==> config.mk <==
export PLATFORM = sky130hd
export DESIGN_NAME = datapath_run_ctrl
export DESIGN_NICKNAME = d
export VERILOG_FILES = /design/src/rtl/datapath_run_ctrl.sv
export SDC_FILE = /design/constraint.sdc
export NUM_CORES = 1
export LEC_CHECK = 0
export CAP_MARGIN = 10
export CORE_MARGIN = 2
export CORE_UTILIZATION = 44
export CTS_CLUSTER_SIZE = 30
export DETAILED_ROUTE_END_ITERATION = 16
export PLACE_DENSITY = 0.81
export SLEW_MARGIN = 0
export SYNTH_ARGS = -nofsm -noshare
export SYNTH_HDL_FRONTEND = slang
export SYNTH_SLANG_ARGS = --single-unit
export TNS_END_PERCENT = 50
==> constraint.sdc <==
create_clock -name Clk -period 3 [get_ports Clk]
set_clock_uncertainty 0.2 [all_clocks]
set_input_delay 0.45 -clock Clk [delete_from_list [all_inputs] [get_ports Clk]]
set_output_delay 0.45 -clock Clk [all_outputs]
set_load 0.05 [all_outputs]
==> src/rtl/datapath_run_ctrl.sv <==
`default_nettype none
// ============================================================================
// Module      : datapath_run_ctrl
// Description : Run/step/halt sequencer producing the Datapath commit enable,
//               with debounced step button, PC breakpoint and commit counter.
// Revision    : 1.0  initial release
// ============================================================================
module datapath_run_ctrl #(
    parameter int DEBOUNCE_CYCLES = 16,
    parameter int RUN_DIV         = 0,
    parameter int CNT_W           = 32
) (
    input  logic             Clk,
    input  logic             Reset,
    input  logic             Start,
    input  logic             Stop,
    input  logic             StepBtn,
    input  logic             BreakEn,
    input  logic [31:0]      BreakAddr,
    input  logic [31:0]      PCResult,
    input  logic             HaltFlag,
    output logic             DpEnable,
    output logic             Running,
    output logic             Halted,
    output logic [1:0]       StateOut,
    output logic [CNT_W-1:0] StepCount
);

    localparam int c_DB_W  = $clog2(DEBOUNCE_CYCLES + 1);
    localparam int c_DIV_W = (RUN_DIV > 0) ? $clog2(RUN_DIV + 1) : 1;

    typedef enum logic [1:0] {
        S_IDLE = 2'd0,
        S_RUN  = 2'd1,
        S_STEP = 2'd2,
        S_HALT = 2'd3
    } state_t;

    state_t             r_state;
    logic [c_DIV_W-1:0] r_div;
    logic               r_skip;
    logic [CNT_W-1:0]   r_step_count;
    logic               r_sync1;
    logic               r_sync2;
    logic [c_DB_W-1:0]  r_db_cnt;
    logic               r_db_val;
    logic               r_db_prev;

    logic               w_step_req;
    logic               w_bp_hit;
    logic               w_dp_en;

    // Button path: two-flop synchroniser, then a level must persist for
    // DEBOUNCE_CYCLES consecutive samples before it is accepted.
    always_ff @(posedge Clk) begin
        if (Reset) begin
            r_sync1   <= 1'b0;
            r_sync2   <= 1'b0;
            r_db_cnt  <= '0;
            r_db_val  <= 1'b0;
            r_db_prev <= 1'b0;
        end else begin
            r_sync1   <= StepBtn;
            r_sync2   <= r_sync1;
            r_db_prev <= r_db_val;
            if (r_sync2 != r_db_val) begin
                if (r_db_cnt == c_DB_W'(DEBOUNCE_CYCLES - 1)) begin
                    r_db_val <= r_sync2;
                    r_db_cnt <= '0;
                end else begin
                    r_db_cnt <= r_db_cnt + 1'b1;
                end
            end else begin
                r_db_cnt <= '0;
            end
        end
    end

    assign w_step_req = r_db_val & ~r_db_prev;

    always_comb begin
        w_bp_hit = BreakEn && (PCResult == BreakAddr) && !r_skip;
        w_dp_en  = 1'b0;
        case (r_state)
            S_STEP:  w_dp_en = 1'b1;
            S_RUN:   w_dp_en = (r_div == '0) && !Stop && !HaltFlag && !w_bp_hit;
            default: w_dp_en = 1'b0;
        endcase
    end

    always_ff @(posedge Clk) begin
        if (Reset) begin
            r_state      <= S_IDLE;
            r_div        <= '0;
            r_skip       <= 1'b0;
            r_step_count <= '0;
        end else begin
            if (w_dp_en && (r_step_count != {CNT_W{1'b1}})) begin
                r_step_count <= r_step_count + 1'b1;
            end
            case (r_state)
                S_IDLE: begin
                    if (!Stop && Start) begin
                        r_state <= S_RUN;
                        r_div   <= '0;
                        r_skip  <= 1'b1;
                    end else if (!Stop && w_step_req) begin
                        r_state <= S_STEP;
                    end
                end
                S_RUN: begin
                    if (Stop) begin
                        r_state <= S_IDLE;
                    end else if (HaltFlag || w_bp_hit) begin
                        r_state <= S_HALT;
                    end else begin
                        // Skip guards only the first commit after entering RUN.
                        if (w_dp_en) begin
                            r_skip <= 1'b0;
                        end
                        r_div <= (r_div == c_DIV_W'(RUN_DIV)) ? '0 : r_div + 1'b1;
                    end
                end
                S_STEP: begin
                    r_state <= (!Stop && HaltFlag) ? S_HALT : S_IDLE;
                end
                default: begin
                    if (Stop) begin
                        r_state <= S_IDLE;
                    end else if (!HaltFlag && Start) begin
                        r_state <= S_RUN;
                        r_div   <= '0;
                        r_skip  <= 1'b1;
                    end else if (!HaltFlag && w_step_req) begin
                        r_state <= S_STEP;
                    end
                end
            endcase
        end
    end

    assign DpEnable  = w_dp_en;
    assign Running   = (r_state == S_RUN);
    assign Halted    = (r_state == S_HALT);
    assign StateOut  = r_state;
    assign StepCount = r_step_count;

endmodule
`default_nettype wire

==> metrics.cfg, run 1 <==
[run_status]
outcome=finished, final reports clean

[worst_setup_path]
crit_path_max_fanout=6
cp.arrival_ps=2230
critPathKind=in2out
crit_path_end_kind=output pin
critPathLaunch=PCResult[18]
critPathRequiredTime_ps=2350
critPathLaunchType=input port
endpoint=DpEnable
reg2reg_from=StateOut[1]
timing.rr.end=StepCount[23]
rrSetupSlack_ps=290
r2r_cells=8

[finish]
area_delta_synth_final_pct=48.5
multiInputGateArea_um2=1750
n_fill_cell=503
register_area_um2=882
final_cell_area_um2=4070
drive_gt1_share_pct=11.3
fin_nets=518
diodes=0

[cts]
cts_buffer_depth=2
cts_buffers=5
clock_sinks=44
root_buffer=clkbuf_8
cts_tree=yes
cts.htree.levels=2
path_clk_slew_ps=80
clk_latency_ps=300

[placed_design]
dpl.hpwl_mm=5.82
dpl_worst_slack_ps=-49.6
gp_congestion=0.824
port_buffers=107
place_area_um2=3950

[timing]
drv_slew=0
fin_ws_ps=123
setup_viol=0
maxSlewHeadroom_pct=45.6
tightestPinTransition_ps=810
rsz0062_at_grt=no
hold_viol_final=0
timing.fmax_mhz=348
final.setup.tns_ps=0
fin_crit_sh_pct=95.9
fin_crit_ps=2880

[yosys]
synth_flop_cell=dfxtp_1
ys_warn_count=0
synth_cell_type_count=50
ys_top_cells_by_area=dfxtp_1 (32%), xnor2_1 (13%), a21oi_1 (3.8%), nor2_1 (3.7%), nand3_1 (3.3%)
netlist.area_leader.share_pct=32.2
synthSimpleGateAreaFrac_pct=33.4
syn_nets=398
synth_compound_area_share_pct=9.78
synthXorXnorAreaFrac_pct=13.4
syn_avg_cell_area_um2=8.56
syn_area_um2=2740
async_reset_ff_share_pct=0
ys_seq_area_share_pct=32.2
yosysTopAreaCell=dfxtp_1
synthMuxAreaShare_pct=3.70
synthAdderAreaFrac_pct=3.20
synth_edf_count=0
synth_top_family_by_area=simple AND/OR/NAND/NOR gates
synthesis.instances=320
synth-seq-cells=44

[drt]
vias_per_cell=5.40
detail-route-antenna-nets=0
vias=2788
drc=0
avgRoutedWirePerCell_um=13.7
drtIter0Drc=156
drtPass1Iterations=6
wl_mm=7.08

[power]
power_frac_comb_pct=23.3
p_int_uw=1020
p_sw_uw=354
ir_drop_uv=264
power_frac_seq_pct=44.0
switching_share_pct=25.8
p_leak_uw=0.00141
power_density_nw_per_um2=338
p_clk_share_pct=32.7

[global_routing]
grt_overflow=0
grt_pass1_vias=2645
antenna_found_initial=0
grt_pass1_wl_mm=11.7
track_usage_pct=20.5
grt_max_degree=20

[min_path]
worstHoldPathCells=1
hold_class=reg2reg

[die]
initial_utilization_pct=46.0
core-area_um2=5960
num_rows=28
die_w_um=82.9
die_y_um=82.9
dieArea_um2=6870
pin_count=108

[flow_run]
max-cap-violations=0

[state kept, by name, summed over array words and instances (netlist names)]
register	flops
StateOut	2
StepCount	32
r_db_cnt	5
r_db_prev	1
r_db_val	1
r_skip	1
r_sync1	1
r_sync2	1
[power by group through the flow]
stage	sequential, uW	clock, uW	combinational [uW]
finish	604	449	319
global route	606	482	341
CTS	604	459	321
detailed placement	618	0	319
global placement	618	0	311
floorplan	637	0	141
[what timing repair did]
item / in CTS / in global routing
gates resized for setup: 1 / 0
endpoints found under the setup margin: 1 / 0
hold buffers: 0 / 0
setup buffers: 0 / 0
[layout by cell type (no fill, tap or decap), types with 3 or more instances in the layout]
master | Yosys | routed
nand2b_1 | 7 | 7
mux2i_1 | 3 | 3
dfxtp_1 | 44 | 43
clkbuf_8 | 0 | 5
buf_4 | 1 | 17
nand3b_1 | 7 | 7
or3_1 | 7 | 7
nand2_1 | 17 | 17
nand3_1 | 18 | 18
o31ai_1 | 6 | 6
inv_1 | 12 | 12
mux2_2 | 5 | 5
xnor2_1 | 41 | 41
a21oi_1 | 21 | 21
clkdlybuf4s50_1 | 0 | 106
o21ai_0 | 12 | 12
nor3_1 | 7 | 7
ha_1 | 7 | 6
nor2b_1 | 10 | 10
nor4_1 | 8 | 7
nand4_1 | 9 | 9
or4_1 | 5 | 5
nor2_1 | 27 | 27
and3_1 | 4 | 4
[final cells by class]
type                       instances  area share [%]
clock buffer                       6            1.79
clock inverter                     2           0.862
inverter                          12            1.11
multi-input combinational        254            43.0
sequential                        44            21.7
tap                               75            2.31
timing repair buffer             123            29.2
[critical path, cell delays in order]
cell             delay (ps)
clkdlybuf4s50_1         510
xnor2_1                 150
nand4_1                 120
nor4_2                  360
and3_4                  290
or2_2                   120
inv_1                    40
buf_4                   180
[stage by stage]
stage,std cells,total power (uW),hold slack (ps),utilization (%)
after floorplan,320,778,214,-
after CTS,516,1380,264,68.3
after global routing,516,1430,302,68.3
final,516,1370,260,68.3
after detailed placement,508,937,253,66.3
after global placement,508,929,228,66.3
[worst min-delay path by stage]
stage	startpoint	end	slack, ps
after floorplan	r_sync1	r_sync2	210
after global placement	r_db_cnt[0]	r_db_cnt[0]	230
after detailed placement	r_db_cnt[0]	r_db_cnt[0]	250
after CTS	r_db_cnt[0]	r_db_cnt[0]	260
after global routing	r_db_cnt[0]	r_db_cnt[0]	300
final	r_db_cnt[0]	r_db_cnt[0]	260
[cell usage after synthesis, types with 3 or more instances]
cell,n
nand3b_1,7
nor2_1,27
clkbuf_1,3
nand2b_1,7
ha_1,7
dfxtp_1,44
nand2_1,17
nor2b_1,10
and3_1,4
inv_1,12
nand4_1,9
mux2i_1,3
mux2_2,5
buf_6,3
or4_1,5
or3_1,7
xnor2_1,41
nor3_1,7
o21ai_0,12
a21oi_1,21
nand3_1,18
nor4_1,8
o31ai_1,6
[logic make-up after synthesis]
| kind of cell | Yosys count |
|---|---|
| AOI/OAI and AO/OA | 46 |
| adders and majority gates | 7 |
| muxes | 9 |
| DFF | 44 |
| xor gates and xnor gates | 42 |
| and+or+nand+nor | 150 |
| buffers and inverters | 22 |
[metal layers]
layer	vias up	routed length (um)	GRT usage [%]
li1	1378	-	-
met4	0	57	5.37
met3	7	433	4.57
met2	106	3720	39.4
met5	-	0	0
met1	1297	2870	22.3
Note: power is estimated with default switching activity, not from simulation.
==> run 2, diff against run 1 <==
--- a/config.mk
+++ b/config.mk
@@ -11,6 +11,7 @@
 export CTS_CLUSTER_SIZE = 30
 export DETAILED_ROUTE_END_ITERATION = 16
 export PLACE_DENSITY = 0.81
+export SKIP_CTS_REPAIR_TIMING = 1
 export SLEW_MARGIN = 0
 export SYNTH_ARGS = -nofsm -noshare
 export SYNTH_HDL_FRONTEND = slang
==> run 2 against run 1 <==
  * Clock power is essentially flat
  * Sequential cell count did not move
  * Non-clock buffer count did not move
  * Clock-buffer cell count did not move
  * Routed wire length up 0.11%
==> metrics.cfg, run 2 (synthesized netlist as in run 1, its figures left out) <==
[run_status]
outcome=finished, final reports clean  ; unchanged

[finish]
final_common_cell=clkdlybuf4s50_1  ; unchanged
fin_nets=518  ; unchanged
diodes=0  ; unchanged
finalNonFillerCells=516  ; unchanged
multiInputGateArea_um2=1750  ; unchanged
final_cell_mix=clkdlybuf4s50_1 (106), dfxtp_1 (43), xnor2_1 (41), nor2_1 (27), a21oi_1 (21)  ; unchanged
area_delta_synth_final_pct=48.5  ; unchanged
n_fill_cell=503  ; unchanged
post-route-util_pct=68.3  ; unchanged
drive_gt1_share_pct=11.3  ; unchanged
largest_register_ffs=32  ; unchanged
register_area_um2=882  ; unchanged

[cts]
cts.htree.levels=2  ; unchanged
cts_buffers=5  ; unchanged
cts_buffer_depth=2  ; unchanged
cts_tree=yes  ; unchanged
path_clk_slew_ps=80  ; about the same
root_buffer=clkbuf_8  ; unchanged
clock_sinks=44  ; unchanged
clk_latency_ps=300  ; about the same

[timing]
fin_crit_ps=2870  ; was 2880 ps
fin_ws_ps=131  ; was 123 ps
rsz0062_at_grt=no  ; unchanged
drv_slew=0  ; unchanged
fin_crit_sh_pct=95.6  ; was 95.9%
timing.fmax_mhz=349  ; was 348 MHz
final.setup.tns_ps=0  ; unchanged
hold_viol_final=0  ; unchanged
setup_viol=0  ; unchanged
maxSlewHeadroom_pct=45.8  ; was 45.6%
tightestPinTransition_ps=806  ; was 810 ps

[die]
die_y_um=82.9  ; unchanged
num_rows=28  ; unchanged
dieArea_um2=6870  ; unchanged
die_w_um=82.9  ; unchanged
pin_count=108  ; unchanged
initial_utilization_pct=46.0  ; unchanged
core-area_um2=5960  ; unchanged

[drt]
detail-route-antenna-nets=0  ; unchanged
avgRoutedWirePerCell_um=13.7  ; about the same
drtPass1Iterations=5  ; was 6
wl_mm=7.08  ; about the same
vias=2809  ; was 2,788
drc=0  ; unchanged
drtIter0Drc=164  ; was 156
vias_per_cell=5.44  ; was 5.40

[global_routing]
grt_max_degree=20  ; unchanged
antenna_found_initial=0  ; unchanged
grt_pass1_vias=2652  ; was 2,645
grt_pass1_wl_mm=11.7  ; about the same
grt_overflow=0  ; unchanged
track_usage_pct=20.4  ; was 20.5%

[power]
power_density_nw_per_um2=338  ; about the same
ir_drop_uv=264  ; about the same
total_power_uw=1370  ; about the same
p_leak_uw=0.00141  ; unchanged

[min_path]
hold_class=reg2reg  ; unchanged

[worst_setup_path]
critPathLaunchType=input port  ; unchanged
critPathRequiredTime_ps=2350  ; about the same
slowest_stage=clkdlybuf4s50_1  ; unchanged
crit_path_end_kind=output pin  ; unchanged
crit_path_max_fanout=6  ; unchanged
cp.arrival_ps=2220  ; was 2230 ps
cp_cell_sequence=clkdlybuf4s50_1, xnor2_1, nand4_1, nor4_2, and3_4, or2_2, inv_1, buf_4  ; unchanged
critPathKind=in2out  ; unchanged
slowest_delay_ps=510  ; about the same

[placed_design]
port_buffers=107  ; unchanged
dpl_worst_slack_ps=-49.6  ; unchanged
gp_congestion=0.824  ; unchanged
dpl.hpwl_mm=5.82  ; unchanged
dp_cells=508  ; unchanged

[flow_run]
max-cap-violations=0  ; unchanged

run 2: layout make-up:
| type | count | share of cell area [%] |
|---|---|---|
| well taps | 75 | 2.31 |
| clock buffers | 6 | 1.79 |
| repair buffers | 123 | 29.2 |
| multi-input cells | 254 | 43.0 |
| flip-flops and latches | 44 | 21.7 |
| clock inverters | 2 | 0.862 |
| inverters | 12 | 1.11 |
run 2: final timing paths:
kind	startpoint	cells past startpoint	to	slack, ps
max	PCResult[18]	8	DpEnable	130
min	r_db_cnt[0]	1	r_db_cnt[0]	260
max reg2reg	StateOut[1]	8	StepCount[23]	300
min reg2reg	r_db_cnt[0]	1	r_db_cnt[0]	260
run 2: worst max-delay path: cells and delay by family:
family / cells / cell delay (ps)
XOR/XNOR: 1 / 140
AND/OR/NAND/NOR: 4 / 890
buffers and inverters: 3 / 730
run 2: routing by layer:
metal / part of all wire (%) / GRT usage [%] / vias to the layer above
met1: 40 / 22.1 / 1303
met3: 6.4 / 4.57 / 9
met2: 52 / 38.7 / 120
met4: 1.5 / 6.71 / 0
li1: - / - / 1377
met5: 0 / 0 / -
run 2: stage by stage:
step,hold WS [ps],instance area (um^2)
floorplan,214,2740
global placement,228,3950
detailed placement,253,3950
CTS,264,4060
global route,302,4070
finish,260,4070
run 2: where the power goes:
| group | total [uW] | switching, uW | internal (uW) |
|---|---|---|---|
| Combinational | 319 | 142 | 177 |
| Clock | 449 | 202 | 247 |
| Sequential | 604 | 10.4 | 594 |
| Total | 1370 | 355 | 1020 |
